==> config.mk <==
export PLATFORM = sky130hd
export DESIGN_NAME = cond_logic
export DESIGN_NICKNAME = d
export VERILOG_FILES = /design/src/rtl/arm_cond_pkg.sv /design/src/rtl/cond_check.sv /design/src/rtl/cond_logic.sv
export SDC_FILE = /design/constraint.sdc
export NUM_CORES = 1
export LEC_CHECK = 0
export BUFFER_PORTS_ARGS = -buffer_cell sky130_fd_sc_hd__buf_2
export CORE_MARGIN = 2
export CORE_UTILIZATION = 56
export CTS_CLUSTER_DIAMETER = 30
export DETAILED_ROUTE_END_ITERATION = 16
export MAX_ROUTING_LAYER = met4
export PLACE_DENSITY = 0.88
export SYNTH_ARGS = -nofsm -noshare
export SYNTH_HDL_FRONTEND = slang
export SYNTH_HIERARCHICAL = 1
export SYNTH_SLANG_ARGS = --single-unit
==> constraint.sdc <==
create_clock -name clk -period 6.75 [get_ports clk]
set_input_delay 1.35 -clock clk [delete_from_list [all_inputs] [get_ports clk]]
set_output_delay 1.35 -clock clk [all_outputs]
set_load 0.005 [all_outputs]
==> src/rtl/arm_cond_pkg.sv <==
// -----------------------------------------------------------------------------
// arm_cond_pkg
//   Shared constants for the ARM condition unit: condition-field encodings,
//   bit positions inside the NZCV flags word, and the FlagW write-select bits.
// -----------------------------------------------------------------------------
package arm_cond_pkg;

  // Instruction condition field Instr[31:28]
  localparam logic [3:0] COND_EQ = 4'h0;
  localparam logic [3:0] COND_NE = 4'h1;
  localparam logic [3:0] COND_CS = 4'h2;
  localparam logic [3:0] COND_CC = 4'h3;
  localparam logic [3:0] COND_MI = 4'h4;
  localparam logic [3:0] COND_PL = 4'h5;
  localparam logic [3:0] COND_VS = 4'h6;
  localparam logic [3:0] COND_VC = 4'h7;
  localparam logic [3:0] COND_HI = 4'h8;
  localparam logic [3:0] COND_LS = 4'h9;
  localparam logic [3:0] COND_GE = 4'hA;
  localparam logic [3:0] COND_LT = 4'hB;
  localparam logic [3:0] COND_GT = 4'hC;
  localparam logic [3:0] COND_LE = 4'hD;
  localparam logic [3:0] COND_AL = 4'hE;
  localparam logic [3:0] COND_NV = 4'hF;

  // Bit positions in the {N,Z,C,V} flags word
  localparam int FLAG_N = 3;
  localparam int FLAG_Z = 2;
  localparam int FLAG_C = 1;
  localparam int FLAG_V = 0;

  // FlagW select bits
  localparam int FLAGW_NZ = 1;
  localparam int FLAGW_CV = 0;

endpackage

==> src/rtl/cond_check.sv <==
// -----------------------------------------------------------------------------
// cond_check
//   Purely combinational evaluation of the ARM condition field against the
//   current NZCV flags.
// Ports:
//   Cond   in  [3:0]  instruction condition field
//   Flags  in  [3:0]  architectural flags {N,Z,C,V}
//   CondEx out        condition passed
// -----------------------------------------------------------------------------
module cond_check
  import arm_cond_pkg::*;
(
  input  logic [3:0] Cond,
  input  logic [3:0] Flags,
  output logic       CondEx
);

  logic n, z, c, v;

  assign n = Flags[FLAG_N];
  assign z = Flags[FLAG_Z];
  assign c = Flags[FLAG_C];
  assign v = Flags[FLAG_V];

  always_comb begin
    // NOTE: default assignment first so every path drives CondEx; no latch.
    CondEx = 1'b0;
    case (Cond)
      COND_EQ: CondEx = z;
      COND_NE: CondEx = ~z;
      COND_CS: CondEx = c;
      COND_CC: CondEx = ~c;
      COND_MI: CondEx = n;
      COND_PL: CondEx = ~n;
      COND_VS: CondEx = v;
      COND_VC: CondEx = ~v;
      COND_HI: CondEx = c & ~z;
      COND_LS: CondEx = ~c | z;
      COND_GE: CondEx = (n == v);
      COND_LT: CondEx = (n != v);
      COND_GT: CondEx = ~z & (n == v);
      COND_LE: CondEx = z | (n != v);
      COND_AL: CondEx = 1'b1;
      default: CondEx = 1'b0;  // NV is reserved: never executes
    endcase
  end

endmodule

==> src/rtl/cond_logic.sv <==
// -----------------------------------------------------------------------------
// cond_logic
//   ARM condition unit. Holds the NZCV flags register, evaluates the condition
//   field, gates PCSrc/RegWrite/MemWrite and keeps saturating counters of
//   taken branches and squashed (condition-failed) instructions.
// Ports:
//   clk, reset   clock and synchronous active-high reset
//   Stall        current instruction does not retire this cycle
//   Cond         condition field; ALUFlags {N,Z,C,V} from the ALU
//   FlagW        [1] write N,Z  [0] write C,V
//   PCS/RegW/MemW/NoWrite   decoder/PC-logic write requests
//   PCSrc/RegWrite/MemWrite gated write enables (combinational)
//   CondEx       condition passed on current Flags
//   Flags        architectural NZCV register
//   BrCount      retired instructions with PCSrc=1 (saturating)
//   SquashCount  retired instructions with CondEx=0 (saturating)
// -----------------------------------------------------------------------------
module cond_logic
  import arm_cond_pkg::*;
#(
  parameter int CNT_W = 16
) (
  input  logic             clk,
  input  logic             reset,
  input  logic             Stall,
  input  logic [3:0]       Cond,
  input  logic [3:0]       ALUFlags,
  input  logic [1:0]       FlagW,
  input  logic             PCS,
  input  logic             RegW,
  input  logic             MemW,
  input  logic             NoWrite,
  output logic             PCSrc,
  output logic             RegWrite,
  output logic             MemWrite,
  output logic             CondEx,
  output logic [3:0]       Flags,
  output logic [CNT_W-1:0] BrCount,
  output logic [CNT_W-1:0] SquashCount
);

  localparam logic [CNT_W-1:0] CNT_MAX = {CNT_W{1'b1}};

  logic [3:0]       flags_q,  flags_d;
  logic [CNT_W-1:0] br_cnt_q, br_cnt_d;
  logic [CNT_W-1:0] sq_cnt_q, sq_cnt_d;
  logic             en;

  // Condition is judged on the flags as they stood before this instruction.
  cond_check u_cond_check (
    .Cond   (Cond),
    .Flags  (flags_q),
    .CondEx (CondEx)
  );

  assign en       = CondEx & ~Stall;
  assign PCSrc    = PCS  & en;
  assign MemWrite = MemW & en;
  assign RegWrite = RegW & en & ~NoWrite;

  always_comb begin
    flags_d  = flags_q;
    br_cnt_d = br_cnt_q;
    sq_cnt_d = sq_cnt_q;

    // N,Z and C,V halves update independently.
    if (en && FlagW[FLAGW_NZ]) begin
      flags_d[FLAG_N] = ALUFlags[FLAG_N];
      flags_d[FLAG_Z] = ALUFlags[FLAG_Z];
    end
    if (en && FlagW[FLAGW_CV]) begin
      flags_d[FLAG_C] = ALUFlags[FLAG_C];
      flags_d[FLAG_V] = ALUFlags[FLAG_V];
    end

    // Counters hold at all-ones instead of wrapping.
    if (!Stall && PCSrc && br_cnt_q != CNT_MAX)
      br_cnt_d = br_cnt_q + CNT_W'(1);
    if (!Stall && !CondEx && sq_cnt_q != CNT_MAX)
      sq_cnt_d = sq_cnt_q + CNT_W'(1);
  end

  always_ff @(posedge clk) begin
    // NOTE: non-blocking assignments so every register samples pre-edge values.
    if (reset) begin
      flags_q  <= 4'b0000;
      br_cnt_q <= '0;
      sq_cnt_q <= '0;
    end else begin
      flags_q  <= flags_d;
      br_cnt_q <= br_cnt_d;
      sq_cnt_q <= sq_cnt_d;
    end
  end

  assign Flags       = flags_q;
  assign BrCount     = br_cnt_q;
  assign SquashCount = sq_cnt_q;

endmodule

==> run metrics, run 1 <==
Setup crit start kind input pin; number of fill cells 302; antenna violations before repair 0; port bufs 56; pin count of the biggest net entering global routing 39; row count 21; worst-skew pair later-pin latency 330 ps; crit path from Cond[3]; CTS HTree Levels 2; ANT nets after route 0; Starting Density 59.2%; storage element area 721 um^2; register area share after synthesis 36.2%; Clk pin slew, worst setup/hold paths 100 ps; vias in the first global route 1781; slew margin rel. 26.4%; Max FO, Critical Path 10; dominant synthesized flop cell dfxtp_1; final hold violation count 0; CTS hold repair buffers 0; Gate Count Post-Synth 247; core area 3360 um^2; Max Cap Viol 0; Critical Path End Type output pin; number of diodes 0; synthesized flop and latch total 36; Worst R2R Start Flags[3]; area growth from synthesis to layout 17.9%; Total Routing Usage GR 24.5%; setup repair bufs after CTS 0; commonest non-fill, non-tap cells in the layout buf_2, dfxtp_1, a21oi_1; routed length per instance 13.5 um; clk root buf clkbuf_4; Post-synth EDFFs 0; status finished, final reports clean; final WL 4.68 mm; total CTS buffers 5; Final setup viols 0; Syn Nets 266; hpwl dp 3.43 mm; Slew Limit Fails 0; GRT Residual Overflow 0; Post-route DRC 0; Starting DRT DRC Count 131; final core occ 69.8%; number of I/O pins 57; Die X-Extent 63.6 um; setup_tns 0 ps; Die Y-Extent 63.6 um; global-route wire length before repair 7.73 mm; TritonCTS Sinks 36; Req. time, crit path 5400 ps; NumNets Final 319; worst reg2reg setup slack 3550 ps; ys async rst share 0%; transition time of the tightest slew-check pin 1090 ps; Syn Std Cell Area 1990 um^2; Min Clock Period, post-route 4470 ps; maximum vdd drop 0.135 mV; TritonRoute pass-1 iters 4; Worst Path Arrival 3120 ps; pwr/cell area 158 nW/um^2; syn avg cell area 8.06 um^2; min-delay worst type register to register; most common cell after layout, fill and taps aside buf_2; Clock Skews 6.17 ps; routability congestion estimate from global placement 0.857; critical path class input pin to output pin; Die ar. 4050 um^2; RSZ-0062 raised after global routing false; fmax 0.224 GHz; post-cts resize count 0; YS warnings 6; Multi-input gate area 1190 um^2; cell depth of the worst flop-to-flop path 8; Synth cell types 47; crit path to RegWrite; worst reg2reg endpoint SquashCount[13]; layout cell share with drive strength beyond 1 23.9%; routed vias 2093; deepest clock path buffer count 2; Final Cycle Share 66.2%; Lkg Pwr 0.895 nW; CTS tree done; drt via density 6.03
[state kept, by name, indices dropped and copies added, names as in the netlist]
register     flops
Flags            4
BrCount         16
SquashCount     16
[metrics by stage]
stage          cell area (um^2)  instances  hold WS (ps)  total power, W  setup slack [ps]
5_1_grt                    2350        347           542        0.000391              2110
6_report                   2350        347           511        0.000372              2280
4_1_cts                    2350        347           516        0.000375              2300
3_5_place_dp               2290        339           504        0.000259              2300
2_1_floorplan              1990        247           484        0.000246              2670
3_3_place_gp               2290        339           496        0.000258              2360
[worst min-delay path by stage]
stage | from | to | depth (start not counted)
final | Flags[1] | Flags[1] | 2
after global routing | Flags[1] | Flags[1] | 2
after CTS | Flags[1] | Flags[1] | 2
after detailed placement | Flags[1] | Flags[1] | 2
after global placement | BrCount[8] | BrCount[8] | 2
after floorplan | Flags[1] | Flags[1] | 2
[kinds of logic after synthesis]
| family | after synthesis | share of synthesized area (%) |
|---|---|---|
| adder cells (fa/ha/maj) | 2 | 1.26 |
| AND/OR/NAND/NOR | 116 | 32.7 |
| flip-flops | 36 | 36.2 |
| AO/OA/AOI/OAI | 65 | 20.6 |
| multiplexers | 7 | 4.02 |
| buffers and inverters | 19 | 3.90 |
| XOR/XNOR | 2 | 1.26 |
[layout make-up]
class                      count  area share (%)
multi-input combinational    192            50.8
sequential                    36            30.7
timing repair buffer          57            12.3
clock buffer                   8            2.51
tap                           46            2.45
inverter                       8            1.28
[cells in the mapped netlist (8+ instances only)]
library cell	number	area, um^2
nor2_1	14	52.6
o21ai_0	8	40.0
inv_1	8	30.0
nand4_1	9	56.3
a21oi_1	26	130
nor3_1	9	45.0
nand3_1	12	60.1
dfxtp_1	36	721
o31ai_1	12	90.1
nand2_1	22	82.6
or4_1	12	90.1
[critical path, stage by stage]
cell	delay, ps
buf_2	150
and3b_1	200
a221oi_1	260
a211o_1	140
a211o_1	170
nor2b_1	510
and3b_1	240
buf_2	110
[power by group]
group	total (W)	internal, W	leakage (nW)	switching (W)
clock	0.000117	0.0000514	0.0326	0.0000660
combinational	0.0000366	0.0000155	0.572	0.0000211
sequential	0.000218	0.000215	0.290	0.00000339
total	0.000372	0.000282	0.895	0.0000905
[routing by layer]
layer	GRT usage [%]	vias up	wire (um)
li1	-	1045	-
met1	30.7	958	2130
met2	38.0	80	2090
met3	6.43	10	358
met4	8.97	0	105
met5	-	-	0
Power figures use the tool's default switching activity.
==> inputs of run 2 (changes only) <==
--- a/config.mk
+++ b/config.mk
@@ -7,11 +7,11 @@
 export LEC_CHECK = 0
 export BUFFER_PORTS_ARGS = -buffer_cell sky130_fd_sc_hd__buf_2
 export CORE_MARGIN = 2
-export CORE_UTILIZATION = 56
+export CORE_UTILIZATION = 47
 export CTS_CLUSTER_DIAMETER = 30
 export DETAILED_ROUTE_END_ITERATION = 16
 export MAX_ROUTING_LAYER = met4
-export PLACE_DENSITY = 0.88
+export PLACE_DENSITY = 0.79
 export SYNTH_ARGS = -nofsm -noshare
 export SYNTH_HDL_FRONTEND = slang
 export SYNTH_HIERARCHICAL = 1
==> constraint.sdc (replaced) <==
create_clock -name clk -period 3.8 [get_ports clk]
set_input_delay 0.76 -clock clk [delete_from_list [all_inputs] [get_ports clk]]
set_output_delay 0.76 -clock clk [all_outputs]
set_load 0.005 [all_outputs]
==> run 2 against run 1 <==
Net effect: non-clock buffer count up 2; worst setup slack got worse by 1600 ps; combinational power is 86% higher; utilization is 9.8 points lower; register-to-register slack got worse by 2700 ps; clock power increased to 2.9 times the previous value; critical endpoint unchanged; largest cell class unchanged; largest power group unchanged.
==> run metrics, run 2 (synthesis results as in run 1) <==
maximum vdd drop 0.266 mV (+98%); setup_tns 0 ps (unchanged); final core occ 60.0% (-9.8 points); transition time of the tightest slew-check pin 1120 ps (+20.9 ps); power share of the clock group 42.4% (+11 points); critical path class input pin to output pin; Non-Filler Instances 353 (+1.7%); vias in the first global route 1775 (-0.34%); fmax 0.316 GHz; NumNets Final 321 (+0.63%); number of diodes 0 (unchanged); clk root buf clkbuf_8; Critical Path End Type output pin; Lkg Pwr 0.927 nW (+3.6%); drt via density 5.86 (-2.9%); Req. time, crit path 3040 ps (-2360 ps); Die Y-Extent 69.1 um (+8.6%); CTS HTree Levels 2 (unchanged); Min Clock Period, post-route 3170 ps; hpwl dp 3.36 mm (-1.9%); Die X-Extent 69.1 um (+8.6%); Post-DP Area 2310 um^2 (+0.87%); Comb pwr share 8.6% (-1.2 points); global-route wire length before repair 7.91 mm (+2.4%); Max FO, Critical Path 9 (-1); status finished, final reports clean; most common cell after layout, fill and taps aside buf_2; routed vias 2067 (-1.2%); Final WS setup 633 ps (-1650 ps); min-delay worst type register to register; final hold violation count 0 (unchanged); Starting DRT DRC Count 104 (-21%); TritonCTS Sinks 36 (unchanged); layout cell share with drive strength beyond 1 24.8% (+0.83 points); pwr/cell area 327 nW/um^2 (+110%); CTS tree done; internal power 0.000606 W (+120%); number of fill cells 388 (+28%); Final Cycle Share 83.3%; Final setup viols 0 (unchanged); Post-route DRC 0 (unchanged); Flop pwr share 49.0% (-9.6 points); Setup crit start kind input pin; total CTS buffers 5 (unchanged); placed insts 345 (+1.8%); pre-CTS WS 397 ps (-1900 ps); antenna violations before repair 0 (unchanged); routed length per instance 13.1 um (-2.8%); Worst Path Arrival 2410 ps (-710 ps); Slew Limit Fails 0 (unchanged); final WL 4.63 mm (-1.1%); ANT nets after route 0 (unchanged); switching pwr 0.000184 W (+100%); number of I/O pins 57 (unchanged); TritonRoute pass-1 iters 4 (unchanged); row count 23 (+9.5%); Clk pin slew, worst setup/hold paths 70 ps (-30 ps); Starting Density 49.4% (-9.8 points); CTS hold repair buffers 0 (unchanged); RSZ-0062 raised after global routing false; port bufs 56 (unchanged); deepest clock path buffer count 2 (unchanged); GRT Residual Overflow 0 (unchanged); Total Routing Usage GR 20.5% (-4.0 points); Max Cap Viol 0 (unchanged); final instance area 2420 um^2 (+2.9%); Clock Skews 7.87 ps (+1.69 ps); Net Sw Frac 23.3% (-0.98 points); core area 4030 um^2 (+20%); slew margin rel. 25.0% (-1.4 points); routability congestion estimate from global placement 0.930 (+8.5%); post-cts resize count 0 (unchanged); commonest non-fill, non-tap cells in the layout buf_2, dfxtp_1, a21oi_1; pin count of the biggest net entering global routing 39 (unchanged); setup repair bufs after CTS 0 (unchanged); Die ar. 4770 um^2 (+18%); area growth from synthesis to layout 21.4%; worst-skew pair later-pin latency 290 ps (-40 ps)
==> run 2: cell types whose count changed in the layout (fill, tap and decap cells not counted) <==
cell / change
bufinv_16: +1
clkbuf_8: +4
clkbuf_1: -1
buf_4: +2
clkinv_2: +1
clkbuf_4: -5
==> run 2: stage by stage <==
stage | power (W) | hold slack (ps)
global route | 0.000826 | 542
global placement | 0.000462 | 489
floorplan | 0.000437 | 484
CTS | 0.000797 | 499
detailed placement | 0.000464 | 489
finish | 0.000790 | 494
==> run 2: power groups by stage <==
stage                     Clock (W)  Combinational (W)  Sequential (W)
after floorplan                   0          0.0000414        0.000395
after global routing       0.000361          0.0000772        0.000388
final                      0.000335          0.0000680        0.000387
after detailed placement          0          0.0000678        0.000396
after CTS                  0.000341          0.0000683        0.000387
after global placement            0          0.0000663        0.000396
==> run 2: final timing paths <==
kind            start  depth (start not counted)  slack (ps)         endpoint
min reg2reg  Flags[1]                          2         490         Flags[1]
max reg2reg  Flags[3]                          8         820  SquashCount[13]
min          Flags[1]                          2         490         Flags[1]
max           Cond[2]                          9         630         RegWrite
==> run 2: cell type report <==
class	instances	area, um^2	area share [%]
multi-input cells	192	1190	49.4
flip-flops and latches	36	721	29.8
inverters	8	30.0	1.24
clock buffers	6	72.6	3.00
repair buffers	59	303	12.5
well taps	50	62.6	2.59
clock inverters	2	35.0	1.45
==> run 2: layer usage <==
layer	vias up	share of wire (%)	GRT usage, %
li1	1051	-	-
met1	957	47	26.9
met2	54	45	30.9
met3	5	6.2	5.56
met4	0	1.3	6.32
met5	-	0	-
==> run 2: worst max-delay path: stages <==
cell      delay [ps]
buf_2            150
mux2_4           310
a21oi_1          140
o211ai_1         100
a211o_1          350
nor2b_1          160
buf_4            160
and3b_1          160
buf_2            120
==> inputs of run 3 (changes only) <==
--- a/config.mk
+++ b/config.mk
@@ -7,11 +7,11 @@
 export LEC_CHECK = 0
 export BUFFER_PORTS_ARGS = -buffer_cell sky130_fd_sc_hd__buf_2
 export CORE_MARGIN = 2
-export CORE_UTILIZATION = 47
+export CORE_UTILIZATION = 52
 export CTS_CLUSTER_DIAMETER = 30
 export DETAILED_ROUTE_END_ITERATION = 16
 export MAX_ROUTING_LAYER = met4
-export PLACE_DENSITY = 0.79
+export PLACE_DENSITY = 0.83
 export SYNTH_ARGS = -nofsm -noshare
 export SYNTH_HDL_FRONTEND = slang
 export SYNTH_HIERARCHICAL = 1
==> constraint.sdc (replaced) <==
create_clock -name clk -period 3.22 [get_ports clk]
set_input_delay 0.644 -clock clk [delete_from_list [all_inputs] [get_ports clk]]
set_output_delay 0.644 -clock clk [all_outputs]
set_load 0.005 [all_outputs]
==> run 3 against run 2 <==
Net effect: flip-flop and latch count unchanged; utilization grew 6.2 points; global-route usage is 3.3 points higher; clock skew is 4.8 ps lower; critical path depth is 1 higher; worst setup slack lost 430 ps; power is 6.1% higher; first-iteration DRC count is 13% higher; routed wire length rose by 2.7%; clock power shrank 12%; final area increased by 0.21%; worst hold slack better by 11 ps; critical path type unchanged; largest power group unchanged; highest routed layer unchanged.
==> run metrics, run 3 (synthesis results as in run 1) <==
final WL 4.75 mm (+2.7%); TritonRoute pass-1 iters 4 (unchanged); TritonCTS Sinks 36 (unchanged); pin count of the biggest net entering global routing 23 (-41%); pwr/cell area 346 nW/um^2 (+5.9%); number of diodes 0 (unchanged); Die Y-Extent 65.9 um (-4.6%); drt via density 5.81 (-0.80%); Worst Path Arrival 2380 ps (-30 ps); power share of the clock group 35.3% (-7.1 points); Clock Skews 3.03 ps (-4.83 ps); Lkg Pwr 0.937 nW (+1.0%); WHS Path Cells 2 (unchanged); internal power 0.000636 W (+5.0%); switching pwr 0.000203 W (+9.9%); Slew Limit Fails 0 (unchanged); deepest clock path buffer count 2 (unchanged); Comb pwr share 10.1% (+1.5 points); transition time of the tightest slew-check pin 618 ps (-498 ps); Max Cap Viol 0 (unchanged); CTS hold repair buffers 0 (unchanged); post-cts resize count 0 (unchanged); maximum vdd drop 0.220 mV (-17%); WHS Endpoint SquashCount[1]; core area 3660 um^2 (-9.1%); layout cell share with drive strength beyond 1 25.7% (+0.98 points); critical hold path startpoint SquashCount[1]; most common cell after layout, fill and taps aside buf_2; port bufs 56 (unchanged); Starting DRT DRC Count 118 (+13%); Die X-Extent 65.9 um (-4.6%); Die ar. 4340 um^2 (-9.1%); slew margin rel. 58.5% (+33 points); clk root buf clkbuf_8; antenna violations before repair 0 (unchanged); status finished, final reports clean; routed vias 2062 (-0.24%); Flop pwr share 54.6% (+5.6 points); global-route wire length before repair 7.94 mm (+0.34%); fmax 0.331 GHz; cell depth of the worst flop-to-flop path 8 (unchanged); final core occ 66.1% (+6.2 points); routed length per instance 13.4 um (+2.1%); worst reg2reg endpoint SquashCount[13]; routability congestion estimate from global placement 0.794 (-15%); total CTS buffers 5 (unchanged); worst reg2reg setup slack 300 ps (-520 ps); ANT nets after route 0 (unchanged); setup repair bufs after CTS 0 (unchanged); NumNets Final 326 (+1.6%); Final Cycle Share 93.8%; area growth from synthesis to layout 21.6%; Starting Density 54.4% (+5.0 points); Total Routing Usage GR 23.8% (+3.3 points); final hold violation count 0 (unchanged); Req. time, crit path 2580 ps (-460 ps); CTS tree done; Clk pin slew, worst setup/hold paths 70 ps (about the same); Min Hold Slack 505 ps (+11.1 ps); GRT Residual Overflow 0 (unchanged); RSZ-0062 raised after global routing false; worst-skew pair later-pin latency 280 ps (about the same); number of I/O pins 57 (unchanged); min-delay worst type register to register; Setup crit start kind input pin; Worst R2R Start Flags[3]; hpwl dp 3.43 mm (+2.0%); Net Sw Frac 24.2% (+0.83 points); commonest non-fill, non-tap cells in the layout buf_2, dfxtp_1, a21oi_1; Max FO, Critical Path 9 (unchanged); Min Clock Period, post-route 3020 ps; vias in the first global route 1807 (+1.8%); Final setup viols 0 (unchanged); Post-route DRC 0 (unchanged); Critical Path End Type output pin; critical path class input pin to output pin; row count 22 (-4.3%); CTS HTree Levels 2 (unchanged)
## run 3: critical path: stages
cell	delay [ps]
buf_2	160
mux2_4	310
a21oi_1	140
o211ai_1	100
a211o_1	310
buf_4	140
nor2b_1	140
buf_4	160
and3b_1	150
buf_2	120
## run 3: power groups by stage
stage	Clock, W	Combinational [W]	Sequential (W)
global placement	0	0.0000826	0.000467
CTS	0.000306	0.0000846	0.000458
global route	0.000323	0.0000942	0.000458
finish	0.000296	0.0000848	0.000457
detailed placement	0	0.0000843	0.000468
floorplan	0	0.0000489	0.000467
## run 3: metal layers
layer / GRT usage, % / up-vias / share of wire (%)
met5: - / - / 0
met4: 8.59 / 0 / 1.2
met3: 3.58 / 5 / 4.9
met2: 37.4 / 53 / 47
met1: 31.3 / 944 / 47
li1: - / 1060 / -
## run 3: worst max-delay path by stage
stage	start	endpoint	slack, ps	cells past startpoint
6_report	Cond[2]	RegWrite	200	10
5_1_grt	Cond[2]	MemWrite	90	10
2_1_floorplan	Cond[3]	SquashCount[13]	110	10
3_3_place_gp	Cond[2]	SquashCount[13]	60	9
3_5_place_dp	Cond[2]	SquashCount[13]	-30	9
4_1_cts	Cond[2]	RegWrite	190	10
## run 3: per-stage QoR
stage	cells	power (W)	setup WS, ps	area [um^2]	TNS [ps]
floorplan	247	0.000515	108	1990	0
global placement	348	0.000550	61.5	2340	0
detailed placement	348	0.000552	-32.3	2340	-32.3
CTS	355	0.000848	190	2420	0
global route	355	0.000875	85.0	2420	0
finish	355	0.000838	200	2420	0
## run 3: cell type report
class	count	area, um^2
Multi-Input combinational cell	192	1190
Clock inverter	1	5.00
Clock buffer	6	72.6
Fill cell	332	1240
Timing Repair Buffer	64	340
Sequential cell	36	721
Inverter	8	30.0
Tap cell	48	60.1
